===== src/rtl/mem_arb_pkg.sv =====
// Shared types and defaults for the memory-port arbiter: FSM states, owner encoding, watchdog default.
package mem_arb_pkg;

  localparam int unsigned ARB_WIDTH_DEFAULT   = 32;
  localparam int unsigned ARB_TIMEOUT_DEFAULT = 15;

  typedef enum logic [1:0] {ARB_IDLE, ARB_BUSY, ARB_RESP} arb_state_t;
  typedef enum logic       {OWNER_IF, OWNER_D}            arb_owner_t;

endpackage


===== src/rtl/mem_arb_rr2.sv =====
// Two-way round-robin pick: a lone requester wins; on a tie the side that was not granted last wins.
module mem_arb_rr2
  import mem_arb_pkg::*;
(
  input  logic [1:0] req_i,        // bit 0 = instruction side, bit 1 = data side
  input  logic       last_grant_i, // arb_owner_t encoding
  output logic [1:0] grant_o
);

  always_comb begin
    grant_o = '0;
    case (req_i)
      2'b01:   grant_o = 2'b01;
      2'b10:   grant_o = 2'b10;
      2'b11:   grant_o = (last_grant_i == OWNER_D) ? 2'b01 : 2'b10;
      default: grant_o = '0;
    endcase
  end

endmodule


===== src/rtl/mem_port_arbiter.sv =====
// Shares one memory port between instruction fetch and load/store: round-robin grant,
// one transaction in flight, req/ack handshake with a watchdog that returns an error response.
module mem_port_arbiter
  import mem_arb_pkg::*;
#(
  parameter int unsigned WIDTH   = ARB_WIDTH_DEFAULT,
  parameter int unsigned TIMEOUT = ARB_TIMEOUT_DEFAULT
) (
  input  logic             clk_i,
  input  logic             rst_ni,
  input  logic             if_valid_i,
  input  logic [WIDTH-1:0] if_address_i,
  output logic             if_ready_o,
  output logic             if_rsp_valid_o,
  output logic [WIDTH-1:0] if_rdata_o,
  input  logic             d_valid_i,
  input  logic [WIDTH-1:0] d_address_i,
  input  logic             d_write_enable_i,
  input  logic             d_byte_op_i,
  input  logic [WIDTH-1:0] d_write_data_i,
  output logic             d_ready_o,
  output logic             d_rsp_valid_o,
  output logic [WIDTH-1:0] d_rdata_o,
  output logic             rsp_error_o,
  output logic             mem_req_o,
  output logic [WIDTH-1:0] mem_address_o,
  output logic [WIDTH-1:0] mem_write_data_o,
  output logic             mem_write_enable_o,
  output logic             mem_byte_op_o,
  input  logic             mem_ack_i,
  input  logic [WIDTH-1:0] mem_incoming_data_i
);

  localparam int unsigned TW = $clog2(TIMEOUT + 1);
  localparam logic [TW-1:0] TLAST = TW'(TIMEOUT - 1);
  localparam logic [TW-1:0] TSAT  = TW'(TIMEOUT);

  arb_state_t       state_q, state_d;
  arb_owner_t       owner_q, owner_d;
  arb_owner_t       last_q,  last_d;
  logic [WIDTH-1:0] addr_q,  addr_d;
  logic [WIDTH-1:0] wdata_q, wdata_d;
  logic [WIDTH-1:0] rdata_q, rdata_d;
  logic             we_q,    we_d;
  logic             bop_q,   bop_d;
  logic             err_q,   err_d;
  logic [TW-1:0]    timer_q, timer_d;
  logic [1:0]       grant;

  mem_arb_rr2 u_rr2 (
    .req_i        ({d_valid_i, if_valid_i}),
    .last_grant_i (last_q),
    .grant_o      (grant)
  );

  always_comb begin
    state_d    = state_q;
    owner_d    = owner_q;
    last_d     = last_q;
    addr_d     = addr_q;
    wdata_d    = wdata_q;
    rdata_d    = rdata_q;
    we_d       = we_q;
    bop_d      = bop_q;
    err_d      = err_q;
    timer_d    = timer_q;
    if_ready_o = 1'b0;
    d_ready_o  = 1'b0;
    case (state_q)
      ARB_IDLE: begin
        if_ready_o = grant[0];
        d_ready_o  = grant[1];
        if (grant[0]) begin
          owner_d = OWNER_IF;
          last_d  = OWNER_IF;
          addr_d  = if_address_i;
          wdata_d = '0;
          we_d    = 1'b0;
          bop_d   = 1'b0;
        end else if (grant[1]) begin
          owner_d = OWNER_D;
          last_d  = OWNER_D;
          addr_d  = d_address_i;
          wdata_d = d_write_data_i;
          we_d    = d_write_enable_i;
          // loads always fetch the full word
          bop_d   = d_byte_op_i & d_write_enable_i;
        end
        if (|grant) begin
          timer_d = '0;
          err_d   = 1'b0;
          rdata_d = '0;
          state_d = ARB_BUSY;
        end
      end
      ARB_BUSY: begin
        // an ack arriving on the last allowed cycle still beats the watchdog
        if (mem_ack_i) begin
          rdata_d = we_q ? '0 : mem_incoming_data_i;
          state_d = ARB_RESP;
        end else if (timer_q >= TLAST) begin
          timer_d = TSAT;
          err_d   = 1'b1;
          rdata_d = '0;
          state_d = ARB_RESP;
        end else begin
          timer_d = timer_q + 1'b1;
        end
      end
      ARB_RESP: state_d = ARB_IDLE;
      default:  state_d = ARB_IDLE;
    endcase
  end

  always_ff @(posedge clk_i or negedge rst_ni) begin
    if (!rst_ni) begin
      state_q <= ARB_IDLE;
      owner_q <= OWNER_IF;
      last_q  <= OWNER_D;
      addr_q  <= '0;
      wdata_q <= '0;
      rdata_q <= '0;
      we_q    <= 1'b0;
      bop_q   <= 1'b0;
      err_q   <= 1'b0;
      timer_q <= '0;
    end else begin
      state_q <= state_d;
      owner_q <= owner_d;
      last_q  <= last_d;
      addr_q  <= addr_d;
      wdata_q <= wdata_d;
      rdata_q <= rdata_d;
      we_q    <= we_d;
      bop_q   <= bop_d;
      err_q   <= err_d;
      timer_q <= timer_d;
    end
  end

  assign mem_req_o          = (state_q == ARB_BUSY);
  assign mem_address_o      = addr_q;
  assign mem_write_data_o   = wdata_q;
  assign mem_write_enable_o = we_q;
  assign mem_byte_op_o      = bop_q;

  assign if_rsp_valid_o = (state_q == ARB_RESP) && (owner_q == OWNER_IF);
  assign d_rsp_valid_o  = (state_q == ARB_RESP) && (owner_q == OWNER_D);
  assign if_rdata_o     = if_rsp_valid_o ? rdata_q : '0;
  assign d_rdata_o      = d_rsp_valid_o ? rdata_q : '0;
  assign rsp_error_o    = (state_q == ARB_RESP) && err_q;

endmodule


===== config.mk =====
export PLATFORM = sky130hd
export DESIGN_NAME = mem_port_arbiter
export DESIGN_NICKNAME = d
export VERILOG_FILES = /design/src/rtl/mem_arb_pkg.sv /design/src/rtl/mem_arb_rr2.sv /design/src/rtl/mem_port_arbiter.sv
export SDC_FILE = /design/constraint.sdc
export NUM_CORES = 1
export LEC_CHECK = 0
export CAP_MARGIN = 20
export CORE_ASPECT_RATIO = 1.25
export CORE_MARGIN = 2
export CORE_UTILIZATION = 36
export CTS_CLUSTER_SIZE = 10
export DETAILED_ROUTE_END_ITERATION = 8
export HOLD_SLACK_MARGIN = 0.15
export PLACE_DENSITY = 0.79
export RECOVER_POWER = 25
export SLEW_MARGIN = 40
export SYNTH_ARGS = -nofsm -noshare
export SYNTH_HDL_FRONTEND = slang
export SYNTH_HIERARCHICAL = 1
export SYNTH_SLANG_ARGS = --single-unit
export TNS_END_PERCENT = 5

===== constraint.sdc =====
create_clock -name clk_i -period 2.04 [get_ports clk_i]
set_clock_uncertainty 0.15 [all_clocks]
set_input_delay 0.408 -clock clk_i [delete_from_list [all_inputs] [get_ports clk_i]]
set_output_delay 0.408 -clock clk_i [all_outputs]
set_load 0.01 [all_outputs]

# [Yosys cells after proc, flatten, opt, wreduce, memory -nomap -nowiden]
# Index checks and enable logic that the tools add are counted.
[totals] word_cells=68 input_bits=135 regBits=107 out_inout_bits=136
[classes] n_addsub=1 magnitude_cmp=1 bitwise_logic=2 n_eq_ne=9 mux=33 reduce_logical=12
[ops] cell="32-bit 2-to-1 mux" count=10
[ops] cell="32-bit one-hot mux with 2 select lines" count=1
[ops] cell="4-bit 2-to-1 mux" count=3
[ops] cell="1-bit 2-to-1 mux" count=11
[ops] cell="2-bit 2-to-1 mux" count=4
[ops] cell="4-bit one-hot mux with 2 select lines" count=1
[ops] cell="2-bit equality test, second input constant" count=3
[ops] cell="2-bit one-hot mux with 3 select lines" count=1
[ops] cell="3-bit AND reduction" count=2
[ops] cell="4-bit by 1-bit adder with 4-bit output, second input constant" count=1
[ops] cell="2-bit by 1-bit equality test with 1-bit output, second input constant" count=2
[ops] cell="4-bit >= comparator, second input constant" count=1
[ops] cell="2-bit != test, second input constant" count=2
[ops] cell="2-bit one-hot mux with 2 select lines" count=1
[ops] cell="2-bit AND reduction" count=2
[ops] cell="4-bit AND reduction" count=1
[ops] cell="2-bit nonzero test" count=2
[ops] cell="1-bit logical AND" count=3
[ops] cell="3-bit by 1-bit != test with 1-bit output, second input constant" count=1
[ops] cell="2-bit zero test" count=1
[ops] cell="2-bit by 1-bit != test with 1-bit output, second input constant" count=1
[ops] cell="1-bit one-hot mux with 2 select lines" count=1
[ops] cell="2-bit OR reduction" count=1
[ops] cell="1-bit AND" count=1
[ops] cell="1-bit NOT" count=1

# [Longest topological paths before layout]
[depth] ltp_word=5 depth_mapped=7 depth_no_buf=5

# [Cells and area by module]
# Netlist, hierarchy kept.
[by_module_without_submodules] module="mem_port_arbiter" seq_area_each_um2=2678.8 cells_per_inst=438 area_per_inst_um2=5123.7 instances=1
[by_module_without_submodules] module="mem_arb_rr2" seq_area_each_um2=0.0 cells_per_inst=3 area_per_inst_um2=18.8 instances=1

# [Least setup slack after synthesis]
# Ideal clock, no wire load.
[synth_path] kind="register to register" startpoint="register last_q" endpoint="register addr_q[10] (netlist: mem_address_o[10])" setup_slack_ns=0.012 setup_time_ns=0.125 required_ns=1.765 n_path_buf=2 path_stages_with_launch=7 t_arrival_ns=1.753 synth_period_minus_slack_ns=2.028 cell_sequence="dfstp_2 > inv_1 > a21boi_1 > buf_2 > clkbuf_1 > mux2_2 > mux2_2"
[synth_via] elab_chain_cells=4 elab_cells_between_ends=5 classes_between="mux (3); reduce/logical (2)"
[synth_lines] item="from (decl)" line_no="mem_port_arbiter.sv:40" text="arb_owner_t last_q, last_d;"
[synth_lines] item="from (signal assigned)" line_no="mem_port_arbiter.sv:130" text="last_q <= last_d;"
[synth_lines] item="2-bit 2-to-1 mux *" line_no="mem_arb_rr2.sv:15" text="2'b11: grant_o = (last_grant_i == OWNER_D) ? 2'b01 : 2'b10;"
[synth_lines] item="2-bit one-hot mux with 3 select lines *" line_no="mem_arb_rr2.sv:12" text="case (req_i)"
[synth_lines] item="net grant[0]" line_no="mem_port_arbiter.sv:48" text="logic [1:0] grant;"
[synth_lines] item="2-bit nonzero test (no source line)"
[synth_lines] item="2-bit AND reduction (no source line)"
[synth_lines] item="to (signal assigned)" line_no="mem_port_arbiter.sv:131" text="addr_q <= addr_d;"
[synth_lines] item="to (decl)" line_no="mem_port_arbiter.sv:41" text="logic [WIDTH-1:0] addr_q, addr_d;"
# The timed path passes the listed nets; every way through them passes the cells marked *.
# A chain may end at the register's enable or synchronous reset.

# [Worst setup path in the final report]
[layout_path] startpoint="register state_q[0]" endpoint="output port d_rdata_o[13]"
[layout_via] elab_chain_cells=3
[layout_lines] item="from (decl)" line_no="mem_port_arbiter.sv:38" text="arb_state_t state_q, state_d;"
[layout_lines] item="from (signal assigned)" line_no="mem_port_arbiter.sv:128" text="state_q <= state_d;"
[layout_lines] item="2-bit equality test" line_no="mem_port_arbiter.sv:148" text="assign d_rsp_valid_o = (state_q == ARB_RESP) && (owner_q == OWNER_D);"
[layout_lines] item="1-bit logical AND" line_no="mem_port_arbiter.sv:148"
[layout_lines] item="32-bit 2-to-1 mux" line_no="mem_port_arbiter.sv:150" text="assign d_rdata_o = d_rsp_valid_o ? rdata_q : '0;"
[layout_lines] item="to (decl)" line_no="mem_port_arbiter.sv:23" text="output logic [WIDTH-1:0] d_rdata_o,"
# No other way between the ends.

==> impl_summary.log <==
INFO  metric buffer_ports.inserted = 270
INFO  metric hold_ws = around 0.36 ns
INFO  metric die_x = roughly 110 µm
INFO  metric p_sw = 3.49 mW
INFO  metric start_util = between 30% and 40%
INFO  metric cp_max_delay_cell = dfrtp_2
INFO  metric ys_top_cells_by_area = dfrtp_1 52%, mux2_2 14%, and2_1 8.2%
INFO  metric place_congestion = 0.787
INFO  metric grt_pass1_wl = ~25,000 µm
INFO  metric hold_depth = 1
INFO  metric layout.cells.most_common_list = 197 x clkdlybuf4s50_1, 105 x dfrtp_1, 63 x mux2_2
INFO  metric rows = 48
INFO  metric grt_remaining_overflow = 0
INFO  metric synth_largest_type_area_fraction = about half
INFO  metric synth.yosys.seq_area_share = 52.1%
INFO  metric clock_tree.htree_level_count = 3
INFO  metric report.final.hold_viol_count = 0
INFO  metric cp_max_fo = 8
INFO  metric layout-drive-gt1-share = ~30%
INFO  metric rr_worst_depth = 7
INFO  metric drt_first_iter_violations = between 150 and 200
INFO  metric drc = 0
INFO  metric maxcap_violations = 0
INFO  metric yosys_most_used_dff = dfrtp_1
INFO  metric routed_via_density = between 5 and 6
INFO  metric route.final.wire_length = 16,000 µm
INFO  metric firstDrtPassIters = 4
INFO  metric status = complete, but fails checks
INFO  metric routed-via-count = ~4,600
INFO  metric flop_and_latch_count_out_of_synthesis = between 100 and 150
INFO  metric netlist_area = approximately 0.0051 mm²
INFO  metric drtAntennaViolNets = 0
INFO  metric num_io_pins = 271
INFO  metric grt_setup_unrepaired = true
INFO  metric clock_tree_from_tritoncts = done
INFO  metric power_frac_clock = roughly 17%
INFO  metric relSlewSlack = a little over a third
INFO  metric hpwl = about 12,000 µm
INFO  metric fin_crit_sh = 103%
INFO  metric final_core_utilization = about three fifths
INFO  metric first_global_vias = 4,850
INFO  metric path_depth = 4
INFO  metric globalRouteTotalUtil = between 20% and 30%
INFO  metric worst_ep_arrival_time = roughly 1.6 ns
INFO  metric post_synthesis_net_count = 578
INFO  metric finalWorstPathRequiredPeriod = between 2 and 2.5 ns
INFO  metric postSynthCellCount = between 400 and 500
INFO  metric flow.area_growth_from_synthesis = 63.8%
INFO  metric total_power = approximately 10 mW
INFO  metric power.share.combinational = roughly 48%
INFO  metric synth-warning-count = 6
INFO  metric avg_inst_size_synth = 11.7 µm²
INFO  metric asyncSetResetFlopFracSynth = 100%
INFO  metric p_int = ~6.9 mW
INFO  metric clockBufferDepth = 2
INFO  metric placeableCoreArea = around 0.014 mm²
INFO  metric timing.critical_path.required = between 1 and 1.5 ns
INFO  metric floorplan.die.height = approximately 140 µm
INFO  metric final_common_cell = clkdlybuf4s50_1
INFO  metric achievable-frequency = 475 MHz
INFO  metric timing.critical_path.slowest_cell_delay = between 0.4 and 0.5 ns
INFO  metric cts_made_buffers = 9
INFO  metric worst_pin_slew = around 0.96 ns
INFO  metric failing_checks = negative setup slack
INFO  metric vdd.ir_drop.worst = roughly 710 µV
INFO  metric cpLargestDelayFamily = simple AND/OR/NAND/NOR gates
INFO  metric nets = 867
INFO  metric critical_path_class = reg -> out
INFO  metric report.final.slew_viol_count = 0
INFO  metric clockRootBuffer = clkbuf_16
INFO  metric power.share.switching = between 30% and 40%
INFO  metric clk_pin_slew = about 0.070 ns
INFO  metric pwr-share-seq = between 30% and 40%
INFO  metric cp-end-kind = output port
INFO  metric min-delay-path-class = reg -> reg
INFO  metric critPathLaunchType = flop
INFO  metric power_density_normalized_to_cell_area = 1240 mW/mm²
INFO  metric setup-violations-final = 70
INFO  metric fp.dieArea = 0.0153 mm²
INFO  metric synth_largest_area_cell = dfrtp_1
INFO  metric setup_slack = -0.0666 ns
INFO  metric pin_count_of_the_biggest_net_entering_global_routing = about 110
INFO  metric route.detailed.wl_per_inst = ~18 µm
INFO  metric critical_path_buf_inv_count = 2
INFO  metric cellLeakagePower = a little under 4 nW
INFO  metric synth.distinct_cells = 33
INFO  metric cts.sinks = 107
INFO  metric synth-edff-count = 0
INFO  metric antennaDiodeCount = 0
INFO  metric clock_latency_late_sink = around 0.34 ns
INFO  metric antenna_violations_before_repair = 0
INFO  metric cp_cell_instances = and3b_2, clkbuf_16, and2_1, buf_2
## through the flow
step | worst slack [ns] | std cells | setup TNS, ns | instance area (µm²)
2_1_floorplan | 0.0122 | 441 | 0 | 5140
3_3_place_gp | -0.371 | 886 | -32.40 | 8270
3_5_place_dp | -0.395 | 886 | -36.23 | 8270
4_1_cts | -0.194 | 908 | -3.47 | 8390
5_1_grt | -0.127 | 909 | -8.35 | 8420
6_report | -0.0666 | 909 | -2.08 | 8420
## flip-flops by register name, summed over array words and instances (netlist names)
signal	count
mem_write_data_o	32
timer_q	4
state_q	2
mem_address_o	32
last_q	1
mem_write_enable_o	1
owner_q	1
rdata_q	32
err_q	1
mem_byte_op_o	1
## Yosys cell counts (2+ instances only)
cell type	count
dfrtp_1	106
and2_1	67
mux2_2	66
inv_1	35
o21ai_0	35
nand4b_1	32
a22o_1	31
clkbuf_1	17
buf_2	12
a21oi_1	4
nor2_1	4
buf_4	3
buf_6	3
a21boi_0	2
a22o_2	2
and3b_1	2
ha_1	2
nor3_1	2
nor3b_1	2
## what timing repair did
| action | 4_1_cts | 5_1_grt |
|---|---|---|
| setup endpoints to repair | 114 | 151 |
| pin swaps | 16 | 7 |
| gates cloned | 2 | 1 |
| resized for setup | 282 | 35 |
| buffers inserted | 4 | 3 |
| hold buffers | 1 | 0 |
| endpoints found under the hold margin | 106 | 0 |
## power by group through the flow
| stage | registers (mW) | logic, mW | clock network [mW] |
|---|---|---|---|
| 3_5_place_dp | 3.70 | 4.85 | 0 |
| 6_report | 3.69 | 5.00 | 1.73 |
| 3_3_place_gp | 3.65 | 4.71 | 0 |
| 5_1_grt | 3.81 | 5.36 | 1.87 |
| 4_1_cts | 3.69 | 5.00 | 1.77 |
| 2_1_floorplan | 3.90 | 1.92 | 0 |
## area by class of cell
type / instances / area [µm²]
flip-flops and latches: 107 / 2680
well taps: 175 / 219
clock buffers: 11 / 243
inverters: 35 / 131
fillers: 1139 / 5450
multi-input cells: 264 / 2230
clock inverters: 4 / 51.3
repair buffers: 313 / 2860
## cell families after synthesis
kind of cell / Yosys count / share of synthesized area (%)
simple gates: 114 / 15.7
flops: 107 / 52.1
compound gates: 82 / 11.2
buf+inv: 70 / 6.06
mux: 66 / 14.5
fa+ha+maj: 2 / 0.487
## path summary, 6_finish.rpt
check	from	to	slack (ns)
min in group asynchronous	rst_ni	mem_write_data_o[27]	0.69
hold / removal	mem_address_o[25]	mem_address_o[25]	0.36
setup reg to reg	state_q[0]	mem_address_o[21]	-0.02
hold reg to reg	mem_address_o[25]	mem_address_o[25]	0.36
setup / recovery	state_q[0]	d_rdata_o[13]	-0.07
max in group asynchronous	rst_ni	state_q[0]	0.38
## metal layers
metal | share of wire [%] | GRT usage (%) | vias to the layer above
met5 | 0 | 0 | -
met4 | 2.6 | 7.43 | 0
met3 | 7.1 | 5.76 | 28
met2 | 54 | 37.7 | 195
met1 | 37 | 21.6 | 2268
li1 | - | - | 2113
Power figures use the tool's default switching activity.
